===== config.mk =====
export PLATFORM = sky130hd
export DESIGN_NAME = jesd204b_rst_seq
export DESIGN_NICKNAME = d
export VERILOG_FILES = /design/src/rtl/jesd204b_rst_seq.sv
export SDC_FILE = /design/constraint.sdc
export NUM_CORES = 1
export LEC_CHECK = 0
export BUFFER_PORTS_ARGS = -buffer_cell sky130_fd_sc_hd__buf_2
export CAP_MARGIN = 20
export CORE_ASPECT_RATIO = 1.1
export CORE_MARGIN = 8
export CORE_UTILIZATION = 35
export DETAILED_ROUTE_END_ITERATION = 6
export MAX_ROUTING_LAYER = met4
export REMOVE_ABC_BUFFERS = 1
export SKIP_LAST_GASP = 1
export SLEW_MARGIN = 40
export SYNTH_ARGS = -nofsm -noshare
export SYNTH_HDL_FRONTEND = slang
export SYNTH_SLANG_ARGS = --single-unit

===== constraint.sdc =====
create_clock -name link_clk -period 2.5 [get_ports link_clk]
set_input_delay 0.5 -clock link_clk [delete_from_list [all_inputs] [get_ports link_clk]]
set_output_delay 0.5 -clock link_clk [all_outputs]
set_load 0.01 [all_outputs]

===== src/rtl/jesd204b_rst_seq.sv =====
// ---------------------------------------------------------------------------
// JesD204B link reset sequencer
//
// Purpose:
//   Combines a set of asynchronous per-source ready/enable signals into a
//   single ready indication. That indication passes through a synchroniser
//   that is cleared asynchronously. The link reset (reset_b) is then released
//   a programmable number of link_clk cycles after ready has been stable.
//   Losing ready, or a software re-sequence request, puts the link back into
//   reset.
//
// Ports:
//   link_clk     sole clock; all state changes on the rising edge
//   rst          asynchronous active-high reset
//   en           per-source ready/enable (asynchronous to link_clk)
//   en_mask      1 = source participates (quasi-static)
//   hold_cycles  release delay, latched when the wait phase starts
//   sw_reset     single-cycle synchronous request to re-run the sequence
//   reset_b      active-low link reset, registered, high only in RUN
//   busy         high while the hold count is running (WAIT)
//   state        IDLE=0, WAIT=1, RUN=2
//   drop_cnt     saturating count of ready losses while in RUN
//
// Configuration:
//   JESD_RST_DROP_CNT_EN  defined   -> drop_cnt counter is built
//                         undefined -> drop_cnt is tied to zero
// ---------------------------------------------------------------------------
module jesd204b_rst_seq #(
  parameter int N_EN        = 4,
  parameter int CNT_W       = 16,
  parameter int SYNC_STAGES = 2,
  parameter int DROP_W      = 8
) (
  input  logic              link_clk,
  input  logic              rst,
  input  logic [N_EN-1:0]   en,
  input  logic [N_EN-1:0]   en_mask,
  input  logic [CNT_W-1:0]  hold_cycles,
  input  logic              sw_reset,
  output logic              reset_b,
  output logic              busy,
  output logic [1:0]        state,
  output logic [DROP_W-1:0] drop_cnt
);

  typedef enum logic [1:0] {
    ST_IDLE = 2'd0,
    ST_WAIT = 2'd1,
    ST_RUN  = 2'd2
  } state_t;

  state_t             state_q, state_d;
  logic [CNT_W-1:0]   cnt_q, cnt_d;
  logic [CNT_W-1:0]   hold_q, hold_d;
  logic [SYNC_STAGES-1:0] sync_q;
  logic               ready;
  logic               ready_s;
  logic               sync_clr;

  // An all-zero mask means no source is participating, so there is nothing to
  // become ready. Otherwise every participating source must be enabled.
  assign ready    = (|en_mask) & (&(en | ~en_mask));

  // Losing ready clears the synchroniser without waiting for a clock edge.
  // This way the FSM sees the loss on the very next edge.
  assign sync_clr = rst | ~ready;

  // Synchroniser: a one walks through the chain only while ready stays high.
  always_ff @(posedge link_clk or posedge sync_clr) begin
    if (sync_clr) begin
      sync_q <= '0;
    end else begin
      sync_q <= {sync_q[SYNC_STAGES-2:0], 1'b1};
    end
  end

  assign ready_s = sync_q[SYNC_STAGES-1];

  // Next-state logic. The hold value is latched when WAIT is entered, so any
  // later change to hold_cycles cannot disturb a count already in progress.
  // The counter stops at equality, so it never wraps, even at the max hold.
  always_comb begin
    state_d = state_q;
    cnt_d   = cnt_q;
    hold_d  = hold_q;
    case (state_q)
      ST_IDLE: begin
        cnt_d = '0;
        if (ready_s) begin
          state_d = ST_WAIT;
          hold_d  = hold_cycles;
        end
      end
      ST_WAIT: begin
        if (!ready_s || sw_reset) begin
          state_d = ST_IDLE;
          cnt_d   = '0;
        end else if (cnt_q == hold_q) begin
          state_d = ST_RUN;
          cnt_d   = '0;
        end else begin
          cnt_d = cnt_q + 1'b1;
        end
      end
      ST_RUN: begin
        if (!ready_s || sw_reset) begin
          state_d = ST_IDLE;
          cnt_d   = '0;
        end
      end
      default: begin
        state_d = ST_IDLE;
        cnt_d   = '0;
      end
    endcase
  end

  // State register. reset_b is registered from the next state.
  // This makes it rise on the same edge that RUN is entered, and fall on the
  // same edge that RUN is left.
  always_ff @(posedge link_clk or posedge rst) begin
    if (rst) begin
      state_q <= ST_IDLE;
      cnt_q   <= '0;
      hold_q  <= '0;
      reset_b <= 1'b0;
    end else begin
      state_q <= state_d;
      cnt_q   <= cnt_d;
      hold_q  <= hold_d;
      reset_b <= (state_d == ST_RUN);
    end
  end

  assign busy  = (state_q == ST_WAIT);
  assign state = state_q;

`ifdef JESD_RST_DROP_CNT_EN
  logic              drop_ev;
  logic [DROP_W-1:0] drop_q;

  // Only a ready loss in RUN counts. When a loss and sw_reset arrive
  // together, the event still counts exactly once.
  assign drop_ev = (state_q == ST_RUN) && !ready_s;

  // Saturating drop counter.
  always_ff @(posedge link_clk or posedge rst) begin
    if (rst) begin
      drop_q <= '0;
    end else if (drop_ev && (drop_q != {DROP_W{1'b1}})) begin
      drop_q <= drop_q + 1'b1;
    end
  end

  assign drop_cnt = drop_q;
`else
  assign drop_cnt = '0;
`endif

endmodule

==> impl_metrics.json <==
{
  "clk_latency_ns": 0.29,
  "power.density_cell_area_mw_per_mm2": 562.2,
  "number_of_buffers_inserted_by_post_cts_setup_repair": 0,
  "path_type_of_the_worst_setup_path": "reg -> reg",
  "initial_core_util_pct": 36.29,
  "die_width_um": 87.32,
  "leakagePower_nw": 1.027,
  "fin_crit_sh_pct": 77.78,
  "setup_slack_ns": 0.5554,
  "post-dp-hpwl_um": 2979,
  "maxClockFrequency_ghz": 0.5143,
  "synth_sequential_area_ratio_pct": 47.28,
  "grtUsageTotal_pct": 11.30,
  "chipHeight_um": 94.45,
  "status": "finished clean",
  "synth_top_cell_by_area": "dfrtp_1",
  "ctsRootBufferMaster": "clkbuf_8",
  "insertedDiodeCount": 0,
  "clk_pin_slew_ns": 0.07,
  "maxCapViolCount": 0,
  "clock_tree.htree_level_count": 2,
  "worst-endpoint-required_ns": 2.64,
  "rows": 28,
  "grt_pass1_vias": 1442,
  "floorplan.core_area_mm2": 0.005395,
  "ys_warn_count": 0,
  "final_max_slew_viol_count": 0,
  "tritoncts_clock_tree": "done",
  "cts_made_buffers": 5,
  "slowest_delay_ns": 0.45,
  "grt_pass1_wl_um": 7072,
  "syn-cell-area_mm2": 0.001958,
  "placement.io_buffers": 30,
  "first_iter_violations": 67,
  "syn-instance-count": 182,
  "place_worst_setup_slack_ns": 0.5896,
  "crit_path_start_kind": "register",
  "avgRoutedWirePerCell_um": 14.12,
  "finalHoldViolCount": 0,
  "worstPathBufferInverterCount": 0,
  "pin_count_of_the_biggest_net_entering_global_routing": 36,
  "final_net_count": 243,
  "cp_max_fo": 12,
  "detail_route.first_pass.iterations": 5,
  "syn_to_final_growth_pct": 14.19,
  "critical_path_arrival_ns": 2.08,
  "syn_avg_cell_area_um2": 10.76,
  "worst_ir_drop_vdd_mv": 0.2576,
  "timing.hold.ws_ns": 0.3160,
  "grt_setup_unrepaired": "no",
  "tightestPinTransition_ns": 0.6571,
  "path_delay_family": "simple AND/OR/NAND/NOR gates",
  "die_area_mm2": 0.008247,
  "dr_total_vias": 1416,
  "slowest_cp_cell": "nor4_1",
  "post_cts_resize_count": 0,
  "gp_routability_congestion": 0.8257,
  "fin_tns_setup_ns": 0,
  "final_critical_path_time_including_i_o_delays_and_setup_ns": 1.945,
  "synth_largest_type_area_fraction_pct": 47.28,
  "routed_wl_um": 4110,
  "worst_slew_margin_rel_pct": 56.19,
  "vias_per_cell": 4.866,
  "boundaryPins": 39,
  "worstSetupEndpointType": "register",
  "clock-sinks": 37,
  "grt.overflow.total": 0,
  "hold_path_class": "in -> async",
  "clock-skew-final_ns": 0.004047,
  "report.final.setup_viol": 0,
  "grt_antenna_before_repair": 0,
  "worstPathCellList": "xor2_1 > nor4_1 > nand4_2 > nand2_1 > o311ai_0",
  "antenna_left": 0,
  "layout-drive-gt1-share_pct": 27.78,
  "cts_hold_repair.buffers": 0,
  "synthesized_flop_and_latch_total": 37,
  "remaining_drc_errors": 0,
  "synth.area.top_cells": "dfrtp_1 47%, mux2_2 9.2%, xor2_1 8.9%",
  "synth_cell_types": 39,
  "cts.path.max_buffers": 2
}
## metrics by stage
step	instance area, um^2	utilization (%)	total power (W)	std cells
floorplan	1873	-	0.0008143	173
global placement	2155	39.94	0.0008717	283
detailed placement	2155	39.94	0.0008768	283
CTS	2235	41.42	0.001279	291
global route	2236	41.44	0.001325	291
finish	2236	41.44	0.001257	291
## logic make-up after synthesis
logic type | after synthesis | share of synthesized area [%]
AOI/OAI and AO/OA | 24 | 8.371
xor gates and xnor gates | 20 | 8.946
adders and majority gates | 1 | 0.6389
buffers and inverters | 24 | 7.220
DFF | 37 | 47.28
muxes | 19 | 10.73
other | 2 | 0.3835
and+or+nand+nor | 55 | 16.42
## worst register-to-register path, delay by kind of cell, from the launching register on
family / cells / cell delay, ns
DFF: 1 / 0.44
AOI/OAI and AO/OA: 1 / 0.20
and+or+nand+nor: 3 / 0.97
xor gates and xnor gates: 1 / 0.19
## registers in the layout, indices dropped and copies added, names as in the netlist
register  cells
cnt_q        16
hold_q       16
reset_b       1
state         2
sync_q        2
## final timing paths
path	start	end	slack, ns	cells past startpoint
setup / recovery	cnt_q[7]$_DFFE_PP0P_	cnt_q[13]$_DFFE_PP0P_	0.56	5
max in group asynchronous	en_mask[0]	sync_q[1]$_DFF_PP0_	1.57	5
min in group link_clk	sync_q[0]$_DFF_PP0_	sync_q[1]$_DFF_PP0_	0.36	0
hold reg to reg	sync_q[0]$_DFF_PP0_	sync_q[1]$_DFF_PP0_	0.36	0
setup reg to reg	cnt_q[7]$_DFFE_PP0P_	cnt_q[13]$_DFFE_PP0P_	0.56	5
hold / removal	rst	hold_q[15]$_DFFE_PP0P_	0.32	3
## final cells by class
cell class / instances / area [um^2]
multi-input combinational: 128 / 918.4
clock buffer: 8 / 80.08
timing repair buffer: 35 / 187.7
fill: 571 / 3159
tap: 75 / 93.84
inverter: 8 / 30.03
sequential: 37 / 925.9
## layer usage
layer | global-route usage [%] | wire (um) | part of all wire [%] | up-vias
met5 | - | 0 | 0 | -
met4 | 4.304 | 58 | 1.4 | 0
met3 | 3.128 | 169 | 4.1 | 5
met2 | 17.70 | 1972 | 48 | 28
met1 | 13.46 | 1910 | 46 | 682
li1 | - | - | - | 701
## cells in the mapped netlist
cell       instances
nand2_1           18
a21oi_1            1
nor2b_1            1
and4_1             3
ha_1               1
and3b_1            1
nand4_1            7
or3_1              1
nor2_1             1
inv_1              8
buf_6              2
xor2_1            20
buf_2              2
o22ai_1            3
dfrtp_1           37
o211ai_1           1
and3_1             2
nand4_2            1
o311ai_1           3
nor3b_1            1
mux2_2            16
nand3_1            9
buf_4              9
a21boi_0           1
nor3b_2            1
nor4_1             2
o311ai_0           1
clkbuf_1           3
nor4_2             2
a32o_1             1
o21ai_1            5
o21bai_1           2
a2111oi_0          1
and2_1             3
mux2i_1            3
and2b_1            1
conb_1             2
nor3_1             1
a31oi_1            5
## report_power, final
group	internal (W)	switching [W]	leakage, nW
Combinational	0.0000930	0.0000822	0.512
Sequential	0.000651	0.0000361	0.476
Clock	0.000198	0.000197	0.0395
Total	0.000942	0.000315	1.03
## cell usage in the layout, fill, tap and decap left out, types with 2 or more instances in the layout
master	n
mux2i_1	3
nand2_1	18
nand3_1	9
nor4_2	2
buf_2	30
o21bai_1	2
nand4_1	7
mux2_2	16
nor4_1	2
and2_1	3
o311ai_1	3
a31oi_1	5
clkbuf_1	3
xor2_1	20
and4_1	3
inv_1	8
buf_4	5
clkbuf_8	5
o22ai_1	3
o21ai_1	5
conb_1	9
dfrtp_1	37
and3_1	2
Power figures use the tool's default switching activity.
